[config.mk]
export PLATFORM = sky130hd
export DESIGN_NAME = ex_mem_pipe_buf
export DESIGN_NICKNAME = d
export VERILOG_FILES = /design/src/rtl/pipe_pkg.sv /design/src/rtl/pipe_slot.sv /design/src/rtl/ex_mem_pipe_buf.sv
export SDC_FILE = /design/constraint.sdc
export NUM_CORES = 1
export LEC_CHECK = 0
export BUFFER_PORTS_ARGS = -buffer_cell sky130_fd_sc_hd__buf_4
export CORE_ASPECT_RATIO = 0.7
export CORE_MARGIN = 3
export CORE_UTILIZATION = 25
export DETAILED_ROUTE_END_ITERATION = 7
export PLACE_DENSITY = 0.46
export SLEW_MARGIN = 10
export SYNTH_ARGS = -nofsm -noshare
export SYNTH_HDL_FRONTEND = slang
export SYNTH_HIERARCHICAL = 1
export SYNTH_SLANG_ARGS = --single-unit
[constraint.sdc]
create_clock -name clk -period 5.45 [get_ports clk]
set_input_delay 0 -clock clk [delete_from_list [all_inputs] [get_ports clk]]
set_output_delay 0 -clock clk [all_outputs]
set_load 0.005 [all_outputs]
[src/rtl/pipe_pkg.sv]
// Shared definitions for the EX->MEM pipeline buffer.
//   DefaultDataW : default payload width
//   StallCntW    : width of the stall performance counter
//   occ_e        : occupancy encodings (OCC_EMPTY, OCC_ONE, OCC_FULL)
//   occ_count()  : folds the two slot valid bits into an occupancy code
package pipe_pkg;

  localparam int unsigned DefaultDataW = 16;
  localparam int unsigned StallCntW    = 16;

  typedef enum logic [1:0] {
    OCC_EMPTY = 2'd0,
    OCC_ONE   = 2'd1,
    OCC_FULL  = 2'd2
  } occ_e;

  function automatic occ_e occ_count(input logic main_valid, input logic skid_valid);
    logic [1:0] sum;
    sum = {1'b0, main_valid} + {1'b0, skid_valid};
    return occ_e'(sum);
  endfunction

endpackage

[src/rtl/pipe_slot.sv]
// One storage slot of the pipeline buffer: a data register plus valid bit.
// Ports:
//   clk_i    clock, rising edge
//   rst_i    synchronous active-high reset (valid=0, data=RST_DATA)
//   load_i   capture data_i and set valid
//   clear_i  drop valid; data register keeps its value
//   data_i   payload to capture
//   valid_o  slot holds a live entry
//   data_o   stored payload
module pipe_slot
  import pipe_pkg::*;
#(
  parameter int unsigned        DATA_W   = DefaultDataW,
  parameter logic [DATA_W-1:0]  RST_DATA = '0
) (
  input  logic              clk_i,
  input  logic              rst_i,
  input  logic              load_i,
  input  logic              clear_i,
  input  logic [DATA_W-1:0] data_i,
  output logic              valid_o,
  output logic [DATA_W-1:0] data_o
);

  logic              valid_q;
  logic [DATA_W-1:0] data_q;

  // Clear beats load so a squash never resurrects an entry.
  always_ff @(posedge clk_i) begin
    if (rst_i) begin
      valid_q <= 1'b0;
      data_q  <= RST_DATA;
    end else if (clear_i) begin
      valid_q <= 1'b0;
    end else if (load_i) begin
      valid_q <= 1'b1;
      data_q  <= data_i;
    end
  end

  assign valid_o = valid_q;
  assign data_o  = data_q;

endmodule

[src/rtl/ex_mem_pipe_buf.sv]
// EX->MEM pipeline buffer: two-entry skid buffer with valid/ready handshake,
// synchronous flush and registered occupancy. up_ready comes straight from the
// skid valid register, so there is no combinational path from dn_ready to EX.
// Optional stall performance counter enabled by macro EX_MEM_PIPE_BUF_PERF_EN.
// Ports:
//   clk           clock, rising edge
//   rst           synchronous active-high reset, highest priority
//   flush         squash all buffered entries at the edge
//   up_valid/up_ready/up_data   EX-side handshake and payload
//   dn_valid/dn_ready/dn_data   MEM-side handshake and payload (main slot)
//   occupancy     number of live entries (0..2), registered
//   stall_cycles  saturating count of dn_valid & !dn_ready cycles (0 if disabled)
module ex_mem_pipe_buf
  import pipe_pkg::*;
#(
  parameter int unsigned        DATA_W   = DefaultDataW,
  parameter logic [DATA_W-1:0]  RST_DATA = '0
) (
  input  logic                 clk,
  input  logic                 rst,
  input  logic                 flush,
  input  logic                 up_valid,
  output logic                 up_ready,
  input  logic [DATA_W-1:0]    up_data,
  output logic                 dn_valid,
  input  logic                 dn_ready,
  output logic [DATA_W-1:0]    dn_data,
  output logic [1:0]           occupancy,
  output logic [StallCntW-1:0] stall_cycles
);

  logic              main_valid, skid_valid;
  logic [DATA_W-1:0] main_data, skid_data;

  logic              main_load, main_clr, skid_load, skid_clr;
  logic [DATA_W-1:0] main_data_d;
  logic              main_valid_d, skid_valid_d;
  logic              accept, drain;
  occ_e              occ_q, occ_d;

  assign accept = up_valid & ~skid_valid;
  assign drain  = main_valid & dn_ready;

  always_comb begin
    main_load   = 1'b0;
    main_clr    = 1'b0;
    skid_load   = 1'b0;
    skid_clr    = 1'b0;
    main_data_d = up_data;
    if (flush) begin
      // Same-cycle accept is dropped; a same-cycle drain is still seen by MEM.
      main_clr = 1'b1;
      skid_clr = 1'b1;
    end else if (skid_valid) begin
      // up_ready is low here, so only the skid-to-main move can happen.
      if (drain) begin
        main_load   = 1'b1;
        main_data_d = skid_data;
        skid_clr    = 1'b1;
      end
    end else if (main_valid && !drain) begin
      if (accept) begin
        skid_load = 1'b1;
      end
    end else begin
      if (accept) begin
        main_load = 1'b1;
      end else if (drain) begin
        main_clr = 1'b1;
      end
    end
  end

  // Next valid bits, used only to keep occupancy registered and in step.
  always_comb begin
    main_valid_d = main_valid;
    skid_valid_d = skid_valid;
    if (main_clr) begin
      main_valid_d = 1'b0;
    end else if (main_load) begin
      main_valid_d = 1'b1;
    end
    if (skid_clr) begin
      skid_valid_d = 1'b0;
    end else if (skid_load) begin
      skid_valid_d = 1'b1;
    end
    occ_d = occ_count(main_valid_d, skid_valid_d);
  end

  pipe_slot #(
    .DATA_W   (DATA_W),
    .RST_DATA (RST_DATA)
  ) u_main_slot (
    .clk_i   (clk),
    .rst_i   (rst),
    .load_i  (main_load),
    .clear_i (main_clr),
    .data_i  (main_data_d),
    .valid_o (main_valid),
    .data_o  (main_data)
  );

  pipe_slot #(
    .DATA_W   (DATA_W),
    .RST_DATA (RST_DATA)
  ) u_skid_slot (
    .clk_i   (clk),
    .rst_i   (rst),
    .load_i  (skid_load),
    .clear_i (skid_clr),
    .data_i  (up_data),
    .valid_o (skid_valid),
    .data_o  (skid_data)
  );

  always_ff @(posedge clk) begin
    if (rst) begin
      occ_q <= OCC_EMPTY;
    end else begin
      occ_q <= occ_d;
    end
  end

  assign up_ready  = ~skid_valid;
  assign dn_valid  = main_valid;
  assign dn_data   = main_data;
  assign occupancy = occ_q;

`ifdef EX_MEM_PIPE_BUF_PERF_EN
  logic [StallCntW-1:0] stall_q;

  // Saturating; flush does not clear it.
  always_ff @(posedge clk) begin
    if (rst) begin
      stall_q <= '0;
    end else if (main_valid && !dn_ready && (stall_q != '1)) begin
      stall_q <= stall_q + 1'b1;
    end
  end

  assign stall_cycles = stall_q;
`else
  assign stall_cycles = '0;
`endif

endmodule

# Yosys cells after proc, flatten, opt, wreduce, memory -nomap -nowiden
# Cells that the tools add are included.
# word_totals
in_bits,21
word_cells,36
reg_bits,36
out_inout_bits,36
# op_classes
n_addsub,1
n_mux,21
n_reduce_logical,4
bitwise_logic,5
# ops
cell,n
16-bit two-way mux,3
1-bit two-way mux,18
2-bit AND reduction,2
1-bit NOT,3
1-bit by 1-bit adder with 2-bit output,1
1-bit bitwise AND,2
1-bit logical AND,1
1-bit logical NOT,1

# Longest topological paths before layout
# Gate-level depths: netlist of run 1.
# logic_depth
word_depth,9
mapped_depth,7

# Cells and area by module
# Netlist of run 1, hierarchy kept.
# by_module_without_submodules
module,instances,area_each_um2,cells_per_inst,seq_area_each_um2
pipe_slot,2,792.0,74,340.3
ex_mem_pipe_buf,1,525.5,55,40.0

# Least setup slack after synthesis of run 1
# Ideal clock, no wire load.
# synth_timing
path_type,register to register
startpoint,"register u_main_slot.valid_q, in the netlist u_main_slot/valid_o"
endpoint,"register u_main_slot.data_q[2], in the netlist u_main_slot/data_o[2]"
period_less_slack_ns,2.383
n_path_buf,1
path_stages_with_launch,6
required_ns,5.333
path_slack_ns,3.067
setup_time_ns,0.117
arrival_time_ns,2.266
path_cell_list,dfxtp_1 inv_1 a2111oi_0 and2b_4 buf_8 o21ai_2
# synth_via
word_cells_on_any_way,16
classes_between,mux: 11; bitwise: 2; reduce/logical: 3
# synth_lines
item,line_no,source
start: declaration,pipe_slot.sv:25,logic valid_q;
start signal: assignment,pipe_slot.sv:31,valid_q <= 1'b0;
start signal: assignment,pipe_slot.sv:34,valid_q <= 1'b0;
start signal: assignment,pipe_slot.sv:36,valid_q <= 1'b1;
1-bit bitwise AND,ex_mem_pipe_buf.sv:42,assign drain = main_valid & dn_ready;
1-bit logical NOT,ex_mem_pipe_buf.sv:61,end else if (main_valid && !drain) begin
1-bit logical AND,ex_mem_pipe_buf.sv:61,
1-bit two-way mux,ex_mem_pipe_buf.sv:61,
1-bit two-way mux *,ex_mem_pipe_buf.sv:54,end else if (skid_valid) begin
1-bit two-way mux *,ex_mem_pipe_buf.sv:50,if (flush) begin
via main_load,ex_mem_pipe_buf.sv:35,"logic main_load, main_clr, skid_load, skid_clr;"
2-bit AND reduction (no source line) *,-,
end signal: assignment,pipe_slot.sv:37,data_q <= data_i;
end: declaration,pipe_slot.sv:26,logic [DATA_W-1:0] data_q;
# The timed path passes the listed nets; every way through them passes the cells marked *.
# A chain may end at the register's enable or synchronous reset.

# Worst setup path after layout of run 1
# layout_timing
startpoint,"register u_main_slot.valid_q, in the netlist u_main_slot/valid_o"
endpoint,"register u_main_slot.data_q[13], in the netlist u_main_slot/data_o[13]"
# layout_via
word_cells_on_any_way,16
classes_between,mux: 11; bitwise: 2; reduce/logical: 3
# layout_lines
item,line_no,source
1-bit bitwise AND,ex_mem_pipe_buf.sv:42,
16-bit two-way mux,ex_mem_pipe_buf.sv:56,if (drain) begin
16-bit two-way mux,ex_mem_pipe_buf.sv:54,
16-bit two-way mux,ex_mem_pipe_buf.sv:50,
via main_data_d[13],ex_mem_pipe_buf.sv:36,logic [DATA_W-1:0] main_data_d;
# The timed path passes the listed nets, and every way through them passes these cells.

==> metrics.md, run 1 <==
| Metric | Value |
|---|---|
| Crit. End Element | flop |
| #FFs+latches synth | 36 |
| I/O pin count | 57 |
| Final setup viols | 0 |
| Unique masters post-synth | 31 |
| Worst min-delay path class | primary input to flop |
| IR drop worst, VDD | 0.1174 mV |
| Register area share after synthesis | 34.16% |
| Clk sinks | 36 |
| Commonest cells in the netlist | dfxtp_1, nand2b_1, nand4bb_1 |
| Core Box Area | 8040 um^2 |
| Most common cell in the netlist | dfxtp_1 |
| Routed Antenna Nets | 0 |
| GR Util met2 | 13.79% |
| F_max | 0.5256 GHz |
| Initial DRC Count | 89 |
| Cell count after synthesis | 203 |
| Max-slew violations | 0 |
| Row count | 27 |
| Die area | 9594 um^2 |
| Deepest clock path buffer count | 2 |
| EDFF count, synth | 0 |
| Fin. Hold Viols | 0 |
| Drt total wl | 5.142 mm |
| CP top delay family | simple AND/OR/NAND/NOR gates |
| Met1 Use GR | 16.95% |
| Pwr Density | 265.8 nW/um^2 |
| Slowest cell on the critical path | or2_1 |
| Met3 Resource Use GR | 3.205% |
| First-pass GRT wire length | 8.052 mm |
| CTS root buf | clkbuf_16 |
| DRT Pass-1 Iters | 4 |
| Starting Density | 26.24% |
| CP required | 5600 ps |
| Worst Hold End | u_skid_slot/data_o[1] |
| Lkg Pwr | 1.024 nW |
| Initial antenna violation count | 0 |
| Avg WL per Cell | 15.12 um |
| Layout Skew | 3.689 ps |
| Syn_area_per_cell | 10.39 um^2 |
| Total power | 0.6886 mW |
| Clk slew on worst S/H paths | 50 ps |
| Synth Warn # | 6 |
| Largest net degree at the start of global routing | 69 |
| Synth area leaders | dfxtp_1, nand4bb_1, nand2b_1, o21ai_2, mux2_4 |
| Post-route DRC | 0 |
| Total CTS buffers | 5 |
| Reg2Reg Depth | 5 |
| Ant diodes | 0 |
| Layout area overhead | 22.84% |
| Crit-path max cell delay | 720 ps |
| Cell taking the most area after synthesis | dfxtp_1 |
| Most used DFF post-synth | dfxtp_1 |
| Most Crowded Layer GR | met1 |
| FFs w/ async S/R, synth | 0% |
| Fin crit share | 34.91% |
| CTS resizes | 0 |
| Max Cap Violations | 0 |
| DR vias/cell | 4.394 |
| Setup_tns | 0 ps |
| CP Launch Type | flop |
| Total track usage | 10.65% |
| Placer Congestion | 0.7252 |
| Crit Reg-Reg Startpoint | u_main_slot/valid_o |
| Share of layout cells above drive strength 1 | 38.49% |
| Fillers | 849 |
| CTS tree | yes |
| Max Fanout on Critical Path | 16 |
| Worst-Margin Slew | 930.9 ps |
| Unrepaired setup endpoints after global routing | no |
| Critical Path AT | 2050 ps |
| Worst hold start | up_data[1] |
| Worst relative slew slack | 37.94% |
| Critical-path cell list | nand3_1 > or2_1 > mux2_2 > nand4bb_1 > o21ai_0 |
| Detailed placement HPWL | 3.403 mm |
| Status | finished clean |
| H-tree Lvls | 2 |
| Die H | 82.86 um |
| Port Buffers | 40 |
| Worst skew pair latency | 270 ps |
| Die X | 115.8 um |
| Nets@finish | 260 |
| Hold path depth | 3 |
| R2r setup slk | 3550 ps |
| WP buf/inv | 0 |
| Fin crit period | 1903 ps |
| Number of global-route vias before repair | 1470 |
| Critical R2R Capture | u_main_slot/data_o[13] |
| Total vias in the final route | 1494 |
| Post-synth top area share | 34.16% |
| Setup CP Type | flop to flop |
| Cell Area, Synth | 2110 um^2 |
| Grt total ovfl | 0 |
registers in the layout (all words and copies together), names as in the netlist:
signal               flops
occupancy                2
u_main_slot/data_o      16
u_skid_slot/data_o      16
u_skid_slot/valid_o      1
u_main_slot/valid_o      1
where the power goes:
| group | leakage [nW] | switching, mW | internal (mW) |
|---|---|---|---|
| registers | 0.291 | 0.00298 | 0.268 |
| logic | 0.643 | 0.0333 | 0.0387 |
| clock network | 0.0901 | 0.105 | 0.241 |
cells in the final DEF (no fill, tap or decap), drive strengths merged:
cell	n
inv	2
conb	16
buf	42
nor2b	2
nor4	1
clkbuf	7
nand3	1
a31o	1
ha	1
mux2	16
nand2b	32
a2111oi	1
nor2	4
bufinv	1
nor3	2
o21ai	32
or2b	1
a211oi	1
dfxtp	36
or2	1
nand4bb	32
dlygate4sd3	1
nand2	1
and2b	2
a21o	1
a21oi	2
how the worst max path moves through the flow:
stage                        start                endpoint  depth (start not counted)
6_report       u_main_slot/valid_o  u_main_slot/data_o[13]                          5
3_5_place_dp   u_main_slot/valid_o  u_main_slot/data_o[13]                          5
3_3_place_gp   u_main_slot/valid_o  u_main_slot/data_o[12]                          5
2_1_floorplan  u_main_slot/valid_o   u_main_slot/data_o[2]                          5
5_1_grt        u_skid_slot/valid_o  u_main_slot/data_o[14]                          5
4_1_cts        u_main_slot/valid_o  u_main_slot/data_o[13]                          5
layer usage:
metal  routed length, um  part of all wire, %
met1                2774                   54
met2                2069                   40
met3                 281                  5.5
met4                  15                 0.29
met5                   0                    0
layout make-up:
type                       instances  area [um^2]  share of cell area (%)
multi-input combinational        150         1229                   47.42
sequential                        36        720.7                   27.81
timing repair buffer              43        325.3                   12.55
clock buffer                       7        152.6                   5.891
tap                              101        126.4                   4.877
clock inverter                     1        30.03                   1.159
inverter                           2        7.507                  0.2897
metrics by stage:
stage | worst slack [ps] | hold WS, ps | std cells | utilization, % | area, um^2
5_1_grt | 3404 | 10.28 | 340 | 32.23 | 2591
3_5_place_dp | 3533 | 282.1 | 331 | 29.83 | 2399
3_3_place_gp | 3552 | 271.7 | 331 | 29.83 | 2399
6_report | 3547 | 6.013 | 340 | 32.23 | 2591
4_1_cts | 3527 | 6.159 | 340 | 32.23 | 2591
2_1_floorplan | 3067 | 71.61 | 218 | - | 2166
logic make-up (layout without fill, tap and decap cells):
logic type,after synthesis,after routing,share of synthesized area (%)
buffers and inverters,32,53,10.85
AND/OR/NAND/NOR,79,79,30.66
flip-flops,36,36,34.16
adder cells (fa/ha/maj),1,1,0.5930
AO/OA/AOI/OAI,38,38,13.23
multiplexers,16,16,10.32
other,1,16,0.1778
worst min-delay path: cells and delay by family:
kind	cells	cell delay [ps]
simple gates	1	90
buf+inv	1	90
compound gates	1	70
timing repair:
item | in CTS | in global routing
endpoints found under the setup margin | 0 | 0
hold endpoints to repair | 1 | 0
buffers inserted | 0 | 0
hold buffers | 1 | 0
Note: power is estimated with default switching activity, not from simulation.
==> run 2, diff against run 1 <==
Settings changed: ABC_AREA set to 1, PLACE_DENSITY 0.46 to 0.48.
Clock period 5.45 ns to 1.62 ns, I/O delays scaled along.
==> metrics.md, run 2 <==
| Metric | Value |
|---|---|
| Status | finished clean |
| Crit. End Element | flop |
| Layout Skew | 4.771 ps (+1.082 ps) |
| DR vias/cell | 3.842 (-13%) |
| CP Launch Point | u_skid_slot/valid_o |
| Worst min-delay path class | primary input to flop |
| Dpl cells | 441 (+33%) |
| Number of global-route vias before repair | 1556 (+5.9%) |
| Layout area overhead | 21.80% |
| Synth area leaders | dfxtp_1, nor2_1, inv_1, nand2_1, nand3_1 |
| Initial DRC Count | 88 (-1.1%) |
| Most used cell along the critical path | nor2_1 |
| FFs w/ async S/R, synth | 0% (unchanged) |
| Highest-count cells in the layout ignoring fill and taps | nor2_1, inv_1, nand2_1 |
| Met3 Resource Use GR | 2.872% (-0.33 points) |
| Setup CP Type | flop to flop |
| Total track usage | 10.01% (-0.64 points) |
| Worst-Margin Slew | 538.3 ps (-392.6 ps) |
| Syn_area_per_cell | 6.685 um^2 (-36%) |
| Port Buffers | 40 (unchanged) |
| Row count | 27 (unchanged) |
| Critical-path cell list | nor2_1 > nand3_1 > nor2_1 > inv_2 > nor2_4 > nor2_1 > nor2_2 |
| Critical Path AT | 1610 ps (-440 ps) |
| EDFF count, synth | 0 (unchanged) |
| CP Launch Type | flop |
| Clk sinks | 36 (unchanged) |
| Post-synth top area share | 34.89% (+0.72 points) |
| Cell taking the most area after synthesis | dfxtp_1 |
| Dpl ws | 165.4 ps (-3368 ps) |
| Max-slew violations | 0 (unchanged) |
| Fin cells | 450 (+32%) |
| Synth Warn # | 6 (unchanged) |
| Unique masters post-synth | 19 (-39%) |
| Most common cell in the netlist | nor2_1 |
| Placer Congestion | 0.7893 (+8.8%) |
| Clk slew on worst S/H paths | 50 ps (about the same) |
| Fin crit period | 1395 ps (-507.6 ps) |
| #FFs+latches synth | 36 (unchanged) |
| DRT Pass-1 Iters | 4 (unchanged) |
| Met1 Use GR | 13.91% (-3.0 points) |
| Worst skew pair latency | 270 ps (about the same) |
| Core Box Area | 7939 um^2 (-1.3%) |
| F_max | 0.7169 GHz (+36%) |
| First-pass GRT wire length | 7.383 mm (-8.3%) |
| Setup_tns | 0 ps (unchanged) |
| CTS tree | yes |
| Final worst setup slack | 225.0 ps (-3322 ps) |
| Register area share after synthesis | 34.89% (+0.72 points) |
| Fin. Hold Viols | 0 (unchanged) |
| I/O pin count | 57 (unchanged) |
| Most used DFF post-synth | dfxtp_1 |
| Ant diodes | 0 (unchanged) |
| Crit-path max cell delay | 340 ps (-380 ps) |
| Pwr Density | 844.9 nW/um^2 (+220%) |
| Worst hold start | up_data[3] |
| CTS root buf | clkbuf_16 |
| Routed Antenna Nets | 0 (unchanged) |
| Die area | 9407 um^2 (-1.9%) |
| Initial antenna violation count | 0 (unchanged) |
| Slowest cell on the critical path | dfxtp_2 |
| Avg WL per Cell | 10.04 um (-34%) |
| Commonest non-fill, non-tap cell in the layout | nor2_1 |
| Total CTS buffers | 5 (unchanged) |
| Lkg Pwr | 1.235 nW (+21%) |
| GR Util met2 | 15.04% (+1.3 points) |
| Final setup viols | 0 (unchanged) |
| CP top delay family | simple AND/OR/NAND/NOR gates |
| Cell count after synthesis | 309 (+52%) |
| Max Fanout on Critical Path | 16 (unchanged) |
| Largest net degree at the start of global routing | 33 (-52%) |
| Detailed placement HPWL | 3.396 mm (-0.19%) |
| Total vias in the final route | 1729 (+16%) |
| CP required | 1830 ps (-3770 ps) |
| Starting Density | 26.02% (-0.22 points) |
| Die H | 82.06 um (-0.97%) |
| Die X | 114.6 um (-0.99%) |
| Most Crowded Layer GR | met2 |
| WP buf/inv | 1 (+1) |
| Unrepaired setup endpoints after global routing | no |
| H-tree Lvls | 2 (unchanged) |
| IR drop worst, VDD | 0.3937 mV (+240%) |
| Deepest clock path buffer count | 2 (unchanged) |
| Commonest cells in the netlist | nor2_1, inv_1, nand2_1 |
| Crit Reg-Reg Startpoint | u_skid_slot/valid_o |
| Post-route DRC | 0 (unchanged) |
| Nets@finish | 370 (+42%) |
| Post-CTS setup buffers | 0 (unchanged) |
| Fin crit share | 86.11% (+51 points) |
| Drt total wl | 4.520 mm (-12%) |
| Grt total ovfl | 0 (unchanged) |
| Cell Area, Synth | 2066 um^2 (-2.1%) |
| Max Cap Violations | 0 (unchanged) |
| Worst relative slew slack | 64.07% (+26 points) |
| Share of layout cells above drive strength 1 | 23.50% (-15 points) |
## run 2: final timing paths
check / end / slack [ps] / cells after the start
max: u_skid_slot/data_o[9] / 230 / 7
min: u_skid_slot/data_o[3] / 40 / 5
max reg2reg: u_skid_slot/data_o[9] / 230 / 7
min reg2reg: u_skid_slot/data_o[3] / 480 / 2
## run 2: metal layers
metal | vias up | wire [um]
li1 | 964 | -
met4 | 0 | 21
met5 | - | 0
met1 | 723 | 2328
met2 | 40 | 1855
met3 | 2 | 314
## run 2: where the power goes
| part | internal [mW] | switching [mW] |
|---|---|---|
| clock network | 0.612 | 0.322 |
| registers | 0.912 | 0.0141 |
| logic | 0.118 | 0.148 |
| total | 1.64 | 0.484 |
## run 2: metrics by stage
stage / hold slack [ps] / utilization (%) / power (mW) / cell area, um^2
2_1_floorplan: 71.22 / - / 1.131 / 2122
3_3_place_gp: 230.3 / 29.69 / 1.209 / 2357
3_5_place_dp: 219.5 / 29.69 / 1.210 / 2357
4_1_cts: 33.09 / 31.66 / 2.167 / 2514
5_1_grt: 68.83 / 31.69 / 2.242 / 2516
6_report: 35.52 / 31.69 / 2.126 / 2516
## run 2: final cells by class
cell class	instances	area (um^2)
Multi-Input combinational cell	199	934.6
Fill cell	870	5423
Sequential cell	36	723.2
Tap cell	101	126.4
Timing Repair Buffer	46	360.3
Clock buffer	8	146.4
Inverter	60	225.2
## run 2: what timing repair did
action | 4_1_cts | 5_1_grt
endpoints found under the hold margin | 4 | 0
setup endpoints to repair | 0 | 10
hold buffers | 1 | 0
gates resized for setup | 0 | 3
## run 2: cell families after synthesis
logic type,Yosys count,share of synthesized area [%]
fa+ha+maj,1,0.6056
buf+inv,89,22.59
other cells,1,0.1815
flops,36,34.89
simple gates,162,33.92
compound gates,20,7.813
## run 2: tightest hold or removal path, stage by stage
cell	delay, ps
buf_4	80
inv_1	30
nand3_1	50
nand2_1	40
nor2_1	60
